==> config.mk <==
export PLATFORM = sky130hd
export DESIGN_NAME = freqdiv_prog
export DESIGN_NICKNAME = d
export VERILOG_FILES = /design/src/rtl/freqdiv_prog.sv
export SDC_FILE = /design/constraint.sdc
export NUM_CORES = 1
export LEC_CHECK = 0
export CAP_MARGIN = 30
export CORE_MARGIN = 2
export CORE_UTILIZATION = 50
export CTS_CLUSTER_DIAMETER = 30
export CTS_CLUSTER_SIZE = 24
export DETAILED_ROUTE_END_ITERATION = 8
export GPL_ROUTABILITY_DRIVEN = 0
export PLACE_DENSITY = 0.67
export SYNTH_ARGS = -nofsm -noshare
export SYNTH_HDL_FRONTEND = slang
export SYNTH_SLANG_ARGS = --single-unit
==> constraint.sdc <==
create_clock -name clk -period 4.15 [get_ports clk]
set_clock_uncertainty 0.1 [all_clocks]
set_input_delay 0.83 -clock clk [delete_from_list [all_inputs] [get_ports clk]]
set_output_delay 0.83 -clock clk [all_outputs]
set_load 0.05 [all_outputs]
==> src/rtl/freqdiv_prog.sv <==
// freqdiv_prog: multi-channel programmable clock-enable divider with double-buffered settings
module freqdiv_prog #(
  parameter int NCH        = 4,
  parameter int WIDTH      = 16,
  parameter int CHW        = 2,
  parameter int DEF_PERIOD = 2
) (
  input  logic             clk,
  input  logic             reset,
  input  logic [NCH-1:0]   en,
  input  logic             sync,
  input  logic             wr_en,
  input  logic [CHW-1:0]   wr_ch,
  input  logic [WIDTH-1:0] wr_period,
  input  logic [WIDTH-1:0] wr_high,
  output logic [NCH-1:0]   out,
  output logic [NCH-1:0]   tick,
  output logic [NCH-1:0]   pending
);
  localparam logic [WIDTH-1:0] DP  = WIDTH'(DEF_PERIOD);
  localparam logic [WIDTH-1:0] DH  = WIDTH'(DEF_PERIOD / 2);
  localparam logic [WIDTH-1:0] ONE = WIDTH'(1);
  localparam logic [WIDTH-1:0] TWO = WIDTH'(2);
  logic [WIDTH-1:0] p_q[NCH], h_q[NCH], sp_q[NCH], sh_q[NCH], cnt_q[NCH];
  logic [WIDTH-1:0] p_d[NCH], h_d[NCH], sp_d[NCH], sh_d[NCH], cnt_d[NCH];
  logic [NCH-1:0] run_q, run_d, out_d, tick_d, pend_d, wr, cnting, bnd, apply;
  // shadow always equals active when nothing is pending, so applying is just copying the shadow
  always_comb begin
    for (int i = 0; i < NCH; i++) begin
      wr[i]     = wr_en && int'(wr_ch) == i;
      cnting[i] = run_q[i] && en[i];
      bnd[i]    = cnting[i] && (sync || cnt_q[i] == p_q[i] - ONE);
      apply[i]  = !cnting[i] || bnd[i];
      sp_d[i]   = wr[i] ? wr_period : sp_q[i];
      sh_d[i]   = wr[i] ? wr_high : sh_q[i];
      p_d[i]    = apply[i] ? sp_d[i] : p_q[i];
      h_d[i]    = apply[i] ? sh_d[i] : h_q[i];
      pend_d[i] = !apply[i] && (pending[i] || wr[i]);
      cnt_d[i]  = (cnting[i] && !bnd[i]) ? cnt_q[i] + ONE : '0;
      run_d[i]  = en[i] && p_d[i] >= TWO;
      tick_d[i] = bnd[i] && run_d[i];
      out_d[i]  = run_d[i] && cnt_d[i] < h_d[i];
    end
  end
  always_ff @(posedge clk or negedge reset) begin
    if (!reset) begin
      for (int i = 0; i < NCH; i++) begin
        p_q[i]   <= DP;
        h_q[i]   <= DH;
        sp_q[i]  <= DP;
        sh_q[i]  <= DH;
        cnt_q[i] <= '0;
      end
      run_q   <= '0;
      out     <= '0;
      tick    <= '0;
      pending <= '0;
    end else begin
      for (int i = 0; i < NCH; i++) begin
        p_q[i]   <= p_d[i];
        h_q[i]   <= h_d[i];
        sp_q[i]  <= sp_d[i];
        sh_q[i]  <= sh_d[i];
        cnt_q[i] <= cnt_d[i];
      end
      run_q   <= run_d;
      out     <= out_d;
      tick    <= tick_d;
      pending <= pend_d;
    end
  end
endmodule

[Word-level counts from Yosys, hierarchy flattened]
Cells that the tools add are included.
Storage, ports and cells
  register bits after elaboration: 336
  input port bits: 42
  output and inout port bits: 12
  logic and storage cells: 124
Operators by class
  $add $sub $neg: 8
  order comparisons: 8
  equality and inequality tests: 7
  multiplexer cells: 20
  reduce and logical (&&, ||, !) cells: 57
Operators by type and width (count)
  16-bit 2-to-1 mux: 20
  16-bit by 1-bit adder with 16-bit output, second input constant: 4
  16-bit equality test: 4
  16-bit by 2-bit greater-or-equal comparator with 1-bit output, second input constant: 4
  16-bit less-than comparator: 4
  16-bit by 1-bit subtractor with 16-bit output, second input constant: 4
  1-bit logical AND: 32
  1-bit logical NOT: 12
  1-bit logical OR: 12
  2-bit equality test, second input constant: 2
  2-bit by 1-bit equality test with 1-bit output, second input constant: 1
  2-bit logical NOT: 1

[Depth between registers and ports, before layout]
  depth in word-level cells: 9
  gate-level depth with buffers: 22

[Least setup slack after synthesis]
OpenSTA, ideal clock, no wires.
  kind: input to register
  start point: input port wr_ch[0]
  end point: register out[0]
  setup time: 0.066 ns
  arrival: 4.416 ns
  data required time: 3.984 ns
  path slack: -0.433 ns
  cell stages on the path: 14
  path buffers: 2
  cells stage by stage: nor3b_1 > clkbuf_1 > buf_1 > mux2_2 > mux2i_1 > ha_1 > a21o_1 > a21o_1 > a21o_1 > a21o_1 > a21o_1 > a21o_1 > a221oi_1 > o311a_1
RTL lines
  from (decl): line 13  | input logic [CHW-1:0] wr_ch,
  to (signal assigned): line 67  | out <= out_d;
  to (decl): line 16  | output logic [NCH-1:0] out,

==> results.cfg <==
[timing]
fmax_mhz = 234
rsz0062_at_grt = yes
worst_slack_ps = -126
period_minus_slack_ps = 4280
setup_violations = 3
holdWs_ps = 187
min_period_over_period = 1.03
hold_violations = 0
final_max_slew_viol_count = 0
relSlewSlack = 0.482
tightest_slew_ps = 777

[synth]
async_flop_share = 1.00
ys_warn_count = 0
syn_area_per_cell_um2 = 10.6
netlist_area_um2 = 17200
ys_types = 74
yosysMostFrequentCell = dfrtp_1
synth_top_area_share = 0.465
ys_ff_latch = 336
syn_inst = 1626
seq_area_frac_synth = 0.489
synth_fp_nets = 1736
synthFlopType = dfrtp_1
synth_edf_count = 0
synth_top_cells_by_area = dfrtp_1 46%, mux2_2 7.6%, ha_1 4.9%
synth_common_cells = 320 x dfrtp_1, 213 x nor2_1, 116 x mux2_2, 94 x inv_1, 69 x mux2i_1
yosysTopAreaCell = dfrtp_1

[setup_path]
start_kind = flop
crit_path_end_kind = flop
reg2reg_from = p_q[20]
r2r-end = out[2]
critPathKind = reg -> reg
cp_max_fo = 9
r2r_slack_ps = -130
crit_arrival_ps = 4640
crit_required_ps = 4520
reg2reg_depth = 19

[clock_tree]
cts_buffers = 74
worstSkewPairLatency_ps = 570
cts_sinks = 336
path_clk_slew_ps = 50
cts_max_path_buffers = 3
root_buffer = clkbuf_16
cts_tree = yes
htreeDepth = 3

[status]
violations = setup timing
status = finished with violations

[floorplan]
initial_core_util = 0.511
core_area_um2 = 33700
dieHeight_um = 190
rows = 67
die-area_um2 = 36000
io_pins = 54
die_w_um = 190

[pwr]
seqPwrFrac = 0.334
comb_power_share = 0.187
ir_worst_vdd_v = 0.000399
p_per_area_nw_per_um2 = 531
p_leak_uw = 0.0108
netSwitchingPower_uw = 3330
switching_share = 0.271
pwr-share-clk = 0.480
power_uw = 12300
intPower_uw = 8950

[layout]
drive_gt1_frac = 0.306
fin_util = 0.686
finalNonFillerCells = 2432
fin_nets = 2036
syn2layout_area_growth_pct = 34.1
num-fill-cells = 2451
fin_area_um2 = 23100

[routing]
postRouteAntennaNets = 0
drc = 0
wl_per_cell_um = 19.6
viasPerCell = 5.59
wirelength_um = 47700
dr.pass1.iters = 5
via_count = 13600
drt_iter0_markers = 835

[placement]
detailedPlacementHpwl_um = 32500
numPortBuffers = 53
post_dp_cell_area_um2 = 19700
place_inst = 2255

[run]
drv_cap = 0

[global_route]
grt_pass1_vias = 13900
grt_max_degree = 97
antenna_found_initial = 1
grt_pass1_wl_um = 74000
grt.overflow.total = 0
grt_usage = 0.263

[worst_hold_path]
hp-class = in -> async
==> placed cells by master, fill, tap and decap left out, types with 25 or more instances in the layout <==
master | netlist | final
nand3_1 | 55 | 52
buf_4 | 2 | 206
nand2_1 | 47 | 45
a21oi_1 | 50 | 48
xor2_1 | 65 | 65
mux2_2 | 116 | 116
nor2_1 | 213 | 205
inv_1 | 94 | 94
dfrtp_1 | 320 | 318
xnor2_1 | 62 | 62
clkbuf_16 | 0 | 76
o21ai_0 | 36 | 26
nand4_1 | 30 | 30
clkdlybuf4s50_1 | 0 | 52
ha_1 | 68 | 56
mux2i_1 | 69 | 59
and3_1 | 25 | 25
==> worst max path at each step <==
stage | cells past startpoint | start | endpoint
floorplan | 19 | p_q[49] | out[0]
global placement | 18 | p_q[5] | out[3]
detailed placement | 15 | sync | out[2]
CTS | 17 | p_q[5] | out[3]
global route | 19 | p_q[20] | out[2]
finish | 19 | p_q[20] | out[2]
==> metal layers <==
metal | share of wire | GRT usage | vias up
met5 | 0 | 0 | -
met4 | 0.033 | 0.0972 | 0
met3 | 0.055 | 0.0435 | 124
met2 | 0.47 | 0.421 | 395
met1 | 0.44 | 0.363 | 6749
li1 | - | - | 6329
==> power by group through the flow <==
| stage | combinational, µW | sequential [µW] | clock (µW) |
|---|---|---|---|
| 2_1_floorplan | 1240 | 4080 | 0 |
| 3_3_place_gp | 2030 | 4090 | 0 |
| 3_5_place_dp | 2080 | 4110 | 0 |
| 4_1_cts | 2150 | 4070 | 5960 |
| 5_1_grt | 2500 | 4150 | 6140 |
| 6_report | 2290 | 4100 | 5890 |
==> logic make-up after synthesis <==
family / synth area share
adders and majority gates: 0.0494
and+or+nand+nor: 0.155
xor gates and xnor gates: 0.0658
muxes: 0.116
AOI/OAI and AO/OA: 0.0861
DFF: 0.489
buffers and inverters: 0.0389
==> metrics by stage <==
| stage | worst slack (ps) | setup TNS [ps] |
|---|---|---|
| after floorplan | -14.6 | -14.6 |
| after global placement | -149 | -225 |
| after detailed placement | -171 | -419 |
| after CTS | -41.4 | -71.8 |
| after global routing | -341 | -872 |
| final | -126 | -262 |
==> state kept, by name, indices dropped and copies added (netlist names) <==
| signal | count |
|---|---|
| run_q | 4 |
| cnt_q | 64 |
| pending | 4 |
| out | 4 |
| sp_q | 64 |
| h_q | 64 |
| p_q | 64 |
| tick | 4 |
| sh_q | 64 |
==> critical path, cell delays in order (launching register included) <==
cell and delay [ps]:
dfrtp_1 410, buf_6 140, nor4_4 340, buf_6 190
a211oi_1 110, a41oi_1 260, nor3_2 90, a41o_1 230
or2_4 300, buf_4 160, clkbuf_16 150, nor2_1 260
ha_4 260, a21o_1 180, a21o_1 160, a21o_1 160
a21o_1 150, a31oi_1 210, o211ai_1 120, a31oi_1 200
==> cell type report <==
type	count	area, µm²	area share
diodes	2	5.00	0.000216
clock buffers	91	1970	0.0850
well taps	448	561	0.0242
clock inverters	41	548	0.0237
flip-flops and latches	336	8430	0.365
inverters	94	353	0.0153
repair buffers	290	2550	0.110
multi-input cells	1130	8700	0.376
==> what timing repair did <==
action | CTS | global route
buffers inserted | 26 | 17
hold buffers | 0 | 0
resized for setup | 18 | 99
gates cloned | 1 | 2
endpoints found under the setup margin | 3 | 5
pin swaps | 14 | 61
(Power assumes the default switching activity.)
